## config.mk

```make
export PLATFORM = sky130hd
export DESIGN_NAME = gpr_wb_ctrl
export DESIGN_NICKNAME = d
export VERILOG_FILES = /design/src/rtl/gpr_wb_ctrl.sv
export SDC_FILE = /design/constraint.sdc
export NUM_CORES = 1
export LEC_CHECK = 0
export BUFFER_PORTS_ARGS = -buffer_cell sky130_fd_sc_hd__clkbuf_2
export CAP_MARGIN = 15
export CORE_MARGIN = 1
export CORE_UTILIZATION = 40
export DETAILED_ROUTE_END_ITERATION = 8
export GPL_ROUTABILITY_DRIVEN = 0
export SLEW_MARGIN = 20
export SYNTH_ARGS = -nofsm -noshare
export SYNTH_HDL_FRONTEND = slang
export SYNTH_SLANG_ARGS = --single-unit
```

## constraint.sdc

```tcl
create_clock -name clk -period 2.32 [get_ports clk]
set_input_delay 0.696 -clock clk [delete_from_list [all_inputs] [get_ports clk]]
set_output_delay 0.696 -clock clk [all_outputs]
set_load 0.05 [all_outputs]
```

## src/rtl/gpr_wb_ctrl.sv

```systemverilog
// gpr_wb_ctrl: serialises ALU/JAL/load-response writes onto the single GPR write port.
// Build option: define GPR_WB_BYPASS_EN to let a request skip an empty FIFO (latency 1).

module gpr_wb_ctrl #(
  parameter int FIFO_DEPTH = 4,
  parameter int LD_DEPTH   = 2
) (
  input  logic        clk,
  input  logic        rst_n,
  input  logic        alu_valid,
  input  logic [4:0]  alu_reg,
  input  logic [31:0] alu_data,
  input  logic        alu_set,
  input  logic        jal_valid,
  input  logic [29:0] pc_plus,
  input  logic        ld_issue,
  input  logic [4:0]  ld_reg,
  input  logic        ld_resp_valid,
  input  logic [31:0] ld_resp_data,
  output logic        wr_en,
  output logic [4:0]  wr_reg,
  output logic [31:0] wr_data,
  output logic [31:0] pending,
  output logic        stall,
  output logic        err
);

  localparam int FPW = (FIFO_DEPTH > 1) ? $clog2(FIFO_DEPTH) : 1;
  localparam int FCW = $clog2(FIFO_DEPTH + 1);
  localparam int LPW = (LD_DEPTH > 1) ? $clog2(LD_DEPTH) : 1;
  localparam int LCW = $clog2(LD_DEPTH + 1);

  logic [4:0]            fifo_reg  [FIFO_DEPTH];
  logic [31:0]           fifo_data [FIFO_DEPTH];
  logic [FIFO_DEPTH-1:0] fifo_vld;
  logic [FPW-1:0]        fifo_rd, fifo_wr;
  logic [FCW-1:0]        fifo_cnt;

  logic [4:0]            tag_reg [LD_DEPTH];
  logic [LD_DEPTH-1:0]   tag_vld;
  logic [LPW-1:0]        tag_rd, tag_wr;
  logic [LCW-1:0]        tag_cnt;

  logic        req_valid, req_live;
  logic [4:0]  req_reg;
  logic [31:0] req_data;
  logic        tag_empty, tag_full, ld_pop, ld_push, ld_wr;
  logic [4:0]  ld_head;
  logic        fifo_empty, fifo_full, fifo_pop, fifo_push;
  logic        bypass, err_set;
  logic [31:0] pend_c;

  function automatic logic [FPW-1:0] fifo_next(input logic [FPW-1:0] p);
    return (p == FPW'(FIFO_DEPTH - 1)) ? '0 : p + 1'b1;
  endfunction

  function automatic logic [LPW-1:0] tag_next(input logic [LPW-1:0] p);
    return (p == LPW'(LD_DEPTH - 1)) ? '0 : p + 1'b1;
  endfunction

  // JAL wins a same-cycle collision; the ALU request is dropped and flagged.
  assign req_valid = jal_valid | alu_valid;
  assign req_reg   = jal_valid ? 5'd31 : alu_reg;
  assign req_data  = jal_valid ? {pc_plus, 2'b00}
                   : (alu_set ? {31'b0, alu_data[31]} : alu_data);
  assign req_live  = req_valid && (req_reg != 5'd0);

  assign tag_empty = (tag_cnt == '0);
  assign tag_full  = (tag_cnt == LCW'(LD_DEPTH));
  assign ld_pop    = ld_resp_valid && !tag_empty;
  assign ld_head   = tag_reg[tag_rd];
  assign ld_wr     = ld_pop && (ld_head != 5'd0);
  assign ld_push   = ld_issue && (!tag_full || ld_pop);

  assign fifo_empty = (fifo_cnt == '0);
  assign fifo_full  = (fifo_cnt == FCW'(FIFO_DEPTH));
  assign fifo_pop   = !fifo_empty && !ld_wr;

`ifdef GPR_WB_BYPASS_EN
  assign bypass = req_live && fifo_empty && !ld_resp_valid;
`else
  assign bypass = 1'b0;
`endif

  assign fifo_push = req_live && !bypass && (!fifo_full || fifo_pop);

  assign err_set = (jal_valid && alu_valid)
                 || (ld_resp_valid && tag_empty)
                 || (ld_issue && tag_full && !ld_pop)
                 || (req_live && !bypass && fifo_full && !fifo_pop);

  assign stall = (fifo_cnt >= FCW'(FIFO_DEPTH - 1)) || tag_full;

  always_comb begin
    pend_c = '0;
    for (int i = 0; i < FIFO_DEPTH; i++)
      if (fifo_vld[i]) pend_c[fifo_reg[i]] = 1'b1;
    for (int i = 0; i < LD_DEPTH; i++)
      if (tag_vld[i]) pend_c[tag_reg[i]] = 1'b1;
    if (wr_en) pend_c[wr_reg] = 1'b1;
    pend_c[0] = 1'b0;
  end

  assign pending = pend_c;

  always_ff @(posedge clk or negedge rst_n) begin
    if (!rst_n) begin
      wr_en    <= 1'b0;
      wr_reg   <= '0;
      wr_data  <= '0;
      err      <= 1'b0;
      fifo_vld <= '0;
      fifo_rd  <= '0;
      fifo_wr  <= '0;
      fifo_cnt <= '0;
      tag_vld  <= '0;
      tag_rd   <= '0;
      tag_wr   <= '0;
      tag_cnt  <= '0;
      for (int i = 0; i < FIFO_DEPTH; i++) begin
        fifo_reg[i]  <= '0;
        fifo_data[i] <= '0;
      end
      for (int i = 0; i < LD_DEPTH; i++) tag_reg[i] <= '0;
    end else begin
      wr_en <= ld_wr | fifo_pop | bypass;
      if (ld_wr) begin
        wr_reg  <= ld_head;
        wr_data <= ld_resp_data;
      end else if (fifo_pop) begin
        wr_reg  <= fifo_reg[fifo_rd];
        wr_data <= fifo_data[fifo_rd];
      end else if (bypass) begin
        wr_reg  <= req_reg;
        wr_data <= req_data;
      end

      // Push is applied after pop so a full-queue pop+push reuses the slot.
      if (fifo_pop) begin
        fifo_vld[fifo_rd] <= 1'b0;
        fifo_rd           <= fifo_next(fifo_rd);
      end
      if (fifo_push) begin
        fifo_vld[fifo_wr]  <= 1'b1;
        fifo_reg[fifo_wr]  <= req_reg;
        fifo_data[fifo_wr] <= req_data;
        fifo_wr            <= fifo_next(fifo_wr);
      end
      if (fifo_push != fifo_pop)
        fifo_cnt <= fifo_push ? fifo_cnt + 1'b1 : fifo_cnt - 1'b1;

      if (ld_pop) begin
        tag_vld[tag_rd] <= 1'b0;
        tag_rd          <= tag_next(tag_rd);
      end
      if (ld_push) begin
        tag_vld[tag_wr] <= 1'b1;
        tag_reg[tag_wr] <= ld_reg;
        tag_wr          <= tag_next(tag_wr);
      end
      if (ld_push != ld_pop)
        tag_cnt <= ld_push ? tag_cnt + 1'b1 : tag_cnt - 1'b1;

      if (err_set) err <= 1'b1;
    end
  end

endmodule

```

After elaboration in Yosys (flattened, before gate mapping)
Cells that the tools add are included.
{"block": "word_totals", "word_cells": 190, "in_bits": 111, "out_inout_bits": 72, "reg_bits": 214}
{"block": "op_classes", "muxes": 64, "n_eq_ne": 6, "n_bitwise": 18, "magnitude_cmp": 29, "n_reduce_logical": 43, "n_addsub": 8}
{"operator": "32-bit 2-to-1 mux", "count": 14}
{"operator": "32-bit OR", "count": 6}
{"operator": "128-bit bitwise mux", "count": 1}
{"operator": "32-bit binary-select mux with 2-bit select", "count": 1}
{"operator": "32-bit demux with 2-bit select", "count": 1}
{"operator": "5-bit 2-to-1 mux", "count": 10}
{"operator": "5-bit by 6-bit < comparator with 1-bit output (second input constant)", "count": 7}
{"operator": "1-bit demux with 5-bit select", "count": 7}
{"operator": "5-bit by 1-bit greater-or-equal comparator with 1-bit output (second input constant)", "count": 7}
{"operator": "1-bit logical AND", "count": 25}
{"operator": "20-bit bitwise mux", "count": 1}
{"operator": "1-bit 2-to-1 mux", "count": 13}
{"operator": "5-bit binary-select mux with 2-bit select", "count": 1}
{"operator": "10-bit bitwise mux", "count": 1}
{"operator": "5-bit demux with 2-bit select", "count": 1}
{"operator": "2-bit 2-to-1 mux", "count": 5}
{"operator": "5-bit nonzero test", "count": 2}
{"operator": "4-bit 2-to-1 mux", "count": 2}
{"operator": "1-bit logical NOT", "count": 7}
{"operator": "2-bit by 1-bit adder with 2-bit output (second input constant)", "count": 3}
{"operator": "2-bit == test (second input constant)", "count": 3}
{"operator": "3-bit greater-or-equal comparator (second input constant)", "count": 2}
{"operator": "1-bit logical OR", "count": 6}
{"operator": "2-bit by 3-bit < comparator with 1-bit output (second input constant)", "count": 2}
{"operator": "other kinds (29)", "count": 40}

Depth between registers and ports, before layout
{"block": "depth", "word_depth": 17, "ltp_mapped": 9, "depth_no_buf": 7}

Least setup slack after synthesis
No wires, ideal clock.
{"block": "synth_timing", "path_type": "register -> output", "start": "register tag_reg[8] (netlist name)", "end": "output pending[10]", "path_stages_with_launch": 4, "arrival_time_ns": 2.895, "n_path_buf": 1, "required_time_ns": 1.624, "slack_ns": -1.271, "cell_sequence": "dfrtp_1 -> clkbuf_1 -> or3b_2 -> o311ai_0"}
{"block": "synth_between", "elab_chain_len": 10, "elab_cells_between_ends": 11, "cone_classes": "order compare (2); mux (5); bitwise (3); reduce/logical (1)"}
{"element": "from (decl)", "line": "39", "rtl": "logic [4:0] tag_reg [LD_DEPTH];"}
{"element": "from (signal, indexed assignment)", "line": "158", "rtl": "tag_reg[tag_wr] <= ld_reg;"}
{"element": "5-bit by 6-bit < comparator with 1-bit output (implied by the code) / 5-bit by 1-bit greater-or-equal comparator with 1-bit output (equally long branches)", "line": "99", "rtl": "if (tag_vld[i]) pend_c[tag_reg[i]] = 1'b1;"}
{"element": "1-bit logical AND (implied by the code)", "line": "99"}
{"element": "1-bit 2-to-1 mux (implied by the code)", "line": "99"}
{"element": "1-bit demux with 5-bit select *", "line": "99"}
{"element": "32-bit OR (no line) *"}
{"element": "32-bit 2-to-1 mux *", "line": "99"}
{"element": "32-bit OR (no line)"}
{"element": "32-bit 2-to-1 mux *", "line": "99"}
{"element": "32-bit OR (no line)"}
{"element": "32-bit 2-to-1 mux *", "line": "100", "rtl": "if (wr_en) pend_c[wr_reg] = 1'b1;"}
{"element": "to (decl)", "line": "23", "rtl": "output logic [31:0] pending,"}
Mark *: on every way between the ends. The rest lies on a longest branch, timed or not.

Worst setup path in the final report
{"block": "layout_timing", "start": "register wr_reg[0]", "end": "output pending[1]"}
{"block": "layout_between", "elab_chain_len": 6, "elab_cells_between_ends": 7, "cone_classes": "order compare (2); mux (3); bitwise (1); reduce/logical (1)"}
{"element": "from (decl)", "line": "21", "rtl": "output logic [4:0] wr_reg,"}
{"element": "from (signal assigned)", "line": "128", "rtl": "wr_reg <= ld_head;"}
{"element": "from (signal assigned)", "line": "131", "rtl": "wr_reg <= fifo_reg[fifo_rd];"}
{"element": "from (signal assigned)", "line": "134", "rtl": "wr_reg <= req_reg;"}
{"element": "5-bit by 6-bit < comparator with 1-bit output (implied by the code) / 5-bit by 1-bit greater-or-equal comparator with 1-bit output (equally long branches)", "line": "100"}
{"element": "1-bit logical AND (implied by the code)", "line": "100"}
{"element": "1-bit 2-to-1 mux (implied by the code)", "line": "100"}
{"element": "1-bit demux with 5-bit select *", "line": "100"}
{"element": "32-bit OR (no line) *"}
{"element": "32-bit 2-to-1 mux *", "line": "100"}
Marks and branches as above.

==> metrics.md <==
| Metric | Value |
|---|---|
| # IOs | `183` |
| Worst Path Required | `1.62 ns` |
| # H-tree levels | `1` |
| First-pass GRT wire length | `59.5 mm` |
| Placeable core region | `0.0286 mm^2` |
| Worst-Margin Slew | `0.568 ns` |
| Ant. Diodes | `0` |
| EDFF count, synth | `0` |
| Clk slew on worst S/H paths | `0.06 ns` |
| Worst Setup SP | `wr_reg[0]$_DFFE_PN0P_` |
| Mapped Nets | `1341` |
| Post-synthesis sequential area ratio | `46.1%` |
| Initial DRC Count | `1002` |
| Period utilization | `123%` |
| Number of synthesized register bits | `214` |
| Input/output buffers | `181` |
| Antenna viol nets, final | `0` |
| Ys Warns | `0` |
| WL final | `39.3 mm` |
| CTS tree | `done` |
| Die ar. | `0.0297 mm^2` |
| Max reg flops | `128` |
| Final setup skew | `0.0210 ns` |
| Average size of a mapped cell | `9.51 um^2` |
| Hold Crit Class | `input pin to asynchronous set/reset pin` |
| Power Total | `28.4 mW` |
| Unrepaired setup endpoints after global routing | `true` |
| DR vias | `11.1k` |
| Top post-synthesis cells by area | `dfrtp_1 (46%), nand2_1 (8.3%), mux4_2 (7.2%), o21ai_0 (4.6%), a22oi_1 (3.2%)` |
| Max transition margin | `62.0%` |
| Achievable Freq | `351 MHz` |
| CTS max path bufs | `3` |
| CTS buffer count | `23` |
| # placed instances | `1831` |
| Post-synth top flop | `dfrtp_1` |
| Final WS setup | `-0.530 ns` |
| Clk Latency, worst-skew pair | `0.53 ns` |
| Final setup fails | `31` |
| Peak supply drop | `0.00103 V` |
| CP Data Arrival Time | `2.15 ns` |
| Drt wl/cell | `20.2 um` |
| DRC | `0` |
| Tot GR Track Use | `25.9%` |
| Final hold violation count | `0` |
| Worst-path fanout max | `6` |
| Failing checks | `negative setup slack` |
| Initial antenna violation count | `0` |
| Post-synth top area cell | `dfrtp_1` |
| Placement Setup Slack | `-0.0582 ns` |
| Area delta synth->final | `42.8%` |
| Share of the synthesized area in the top cell type | `46.1%` |
| Max Cap Viol | `0` |
| Setup TNS | `-13.50 ns` |
| Critical path endpoint category | `output port` |
| Vias per inst | `5.71` |
| Largest net degree at the start of global routing | `50` |
| Post-Layout Cell Count | `1949` |
| CTS sink cnt | `214` |
| Reg2reg path depth | `9` |
| Top-count cell post-synth | `nand2_1` |
| Post-Syn Area | `0.0116 mm^2` |
| Status | `complete, but fails checks` |
| Root buffer cell | `clkbuf_16` |
| Vias in the first global route | `10.6k` |
| Synth cell count leaders | `nand2_1 (257), dfrtp_1 (214), o21ai_0 (107)` |
| P_leak | `7.38 nW` |
| Post-synthesis cell type count | `59` |
| Crit path time final | `2.85 ns` |
| Max Slew Vio Count | `0` |
| Final nets | `1668` |
| Drt pass-1 iters | `6` |
| CP startpoint kind | `flip-flop` |
| Starting density of the core | `40.6%` |
| Worst hold margin | `0.124 ns` |
| Width of the die | `172 um` |
| Pwr Density | `1710 mW/mm^2` |
| Grt ovf | `0` |
| Worst setup path class | `flip-flop to output port` |
| FP Rows | `62` |
| Post-DP HPWL | `25.7 mm` |
| DIE HEIGHT | `172 um` |
| Cells after Synth | `1221` |
| Worst R2R Start | `tag_reg[0]$_DFFE_PN0P_` |
| Async SR Flop Fraction | `100%` |
| Share of cells above drive strength 1 | `43.4%` |
==> layer usage <==
| metal | track usage [%] | vias up | routed length [um] |
|---|---|---|---|
| li1 | - | 5076 | - |
| met1 | 34.7 | 5348 | 16100 |
| met2 | 41.9 | 556 | 18300 |
| met3 | 4.83 | 158 | 3180 |
| met4 | 9.39 | 0 | 1690 |
| met5 | 0 | - | 0 |
==> final timing paths <==
| kind | slack, ns | to |
|---|---|---|
| setup / recovery | -0.53 | pending[1] |
| hold / removal | 0.12 | wr_data[23]$_DFFE_PN0P_ |
| setup reg to reg | 0.12 | fifo_cnt[2]$_DFFE_PN0P_ |
| hold reg to reg | 0.47 | fifo_data[43]$_DFFE_PN0P_ |
| max in group asynchronous | 1.56 | fifo_data[5]$_DFFE_PN0P_ |
| min in group clk | 0.42 | wr_data[18]$_DFFE_PN0P_ |
==> critical path, cell delays in order, from the launching register on <==
cell      delay [ns]
dfrtp_2         0.46
buf_4           0.16
nand2_2         0.06
or2_4           0.20
nor4_1          0.07
a221oi_1        0.32
nand3_2         0.15
clkbuf_8        0.21
==> cell families (layout without fill, tap and decap cells) <==
| logic type | after synthesis | count (layout) | share of synthesized area (%) |
|---|---|---|---|
| adders and majority gates | 9 | 9 | 1.03 |
| other | 1 | 1 | 0.0323 |
| buffers and inverters | 110 | 454 | 5.42 |
| xor gates and xnor gates | 4 | 4 | 0.302 |
| muxes | 61 | 61 | 9.38 |
| AOI/OAI and AO/OA | 355 | 355 | 19.1 |
| and+or+nand+nor | 467 | 467 | 18.6 |
| DFF | 214 | 214 | 46.1 |
==> report_power, final <==
part / leakage [nW] / switching (mW) / internal [mW] / total, mW
Sequential: 2.63 / 1.64 / 5.50 / 7.14
Clock: 0.420 / 1.53 / 2.55 / 4.08
Combinational: 4.32 / 9.69 / 7.50 / 17.2
Total: 7.38 / 12.9 / 15.5 / 28.4
==> cells in the final DEF, fill, tap and decap left out, types with 6 or more instances in the layout <==
cell	synthesis	final
a21oi_1	18	13
a221oi_2	0	22
and3b_1	12	6
o211ai_1	12	12
a22oi_1	49	45
nor2_1	80	69
dfrtp_1	214	181
mux2_2	12	12
ha_1	8	8
a31oi_1	34	34
nand3_2	1	13
nand3b_1	11	11
clkbuf_16	0	28
nand2_2	0	7
buf_4	3	159
buf_12	0	29
nand3_1	24	11
o21ai_1	58	58
nor2_2	0	10
o22ai_2	0	15
dfrtp_2	0	33
buf_8	0	9
nand2_1	257	250
clkbuf_2	0	150
inv_1	9	9
clkbuf_8	0	14
or3b_4	0	11
nor3b_2	0	6
mux2i_1	11	11
o22ai_1	24	6
and3b_2	0	6
or3_1	6	6
and3_4	0	8
o21ai_0	107	104
mux4_2	37	37
nor3b_1	20	11
buf_6	25	42
==> stage by stage <==
stage	utilization [%]	instance area (um^2)
final	57.9	16600
after global routing	57.9	16600
after CTS	55.9	16000
after detailed placement	49.1	14100
after global placement	49.1	14100
after floorplan	-	11700
==> final cells by class <==
cell class / count / area (um^2)
Fill cell: 2388 / 12000
Multi-Input combinational cell: 897 / 6440
Sequential cell: 214 / 5400
Timing Repair Buffer: 403 / 3380
Clock buffer: 32 / 659
Tap cell: 384 / 480
Clock inverter: 10 / 190
Inverter: 9 / 33.8
==> repair_timing <==
item,4_1_cts,5_1_grt
pin swaps,45,47
buffers inserted,51,26
hold buffers,0,0
gates resized for setup,174,100
endpoints found under the setup margin,31,58
No activity file was read; power rests on OpenSTA's default activity.
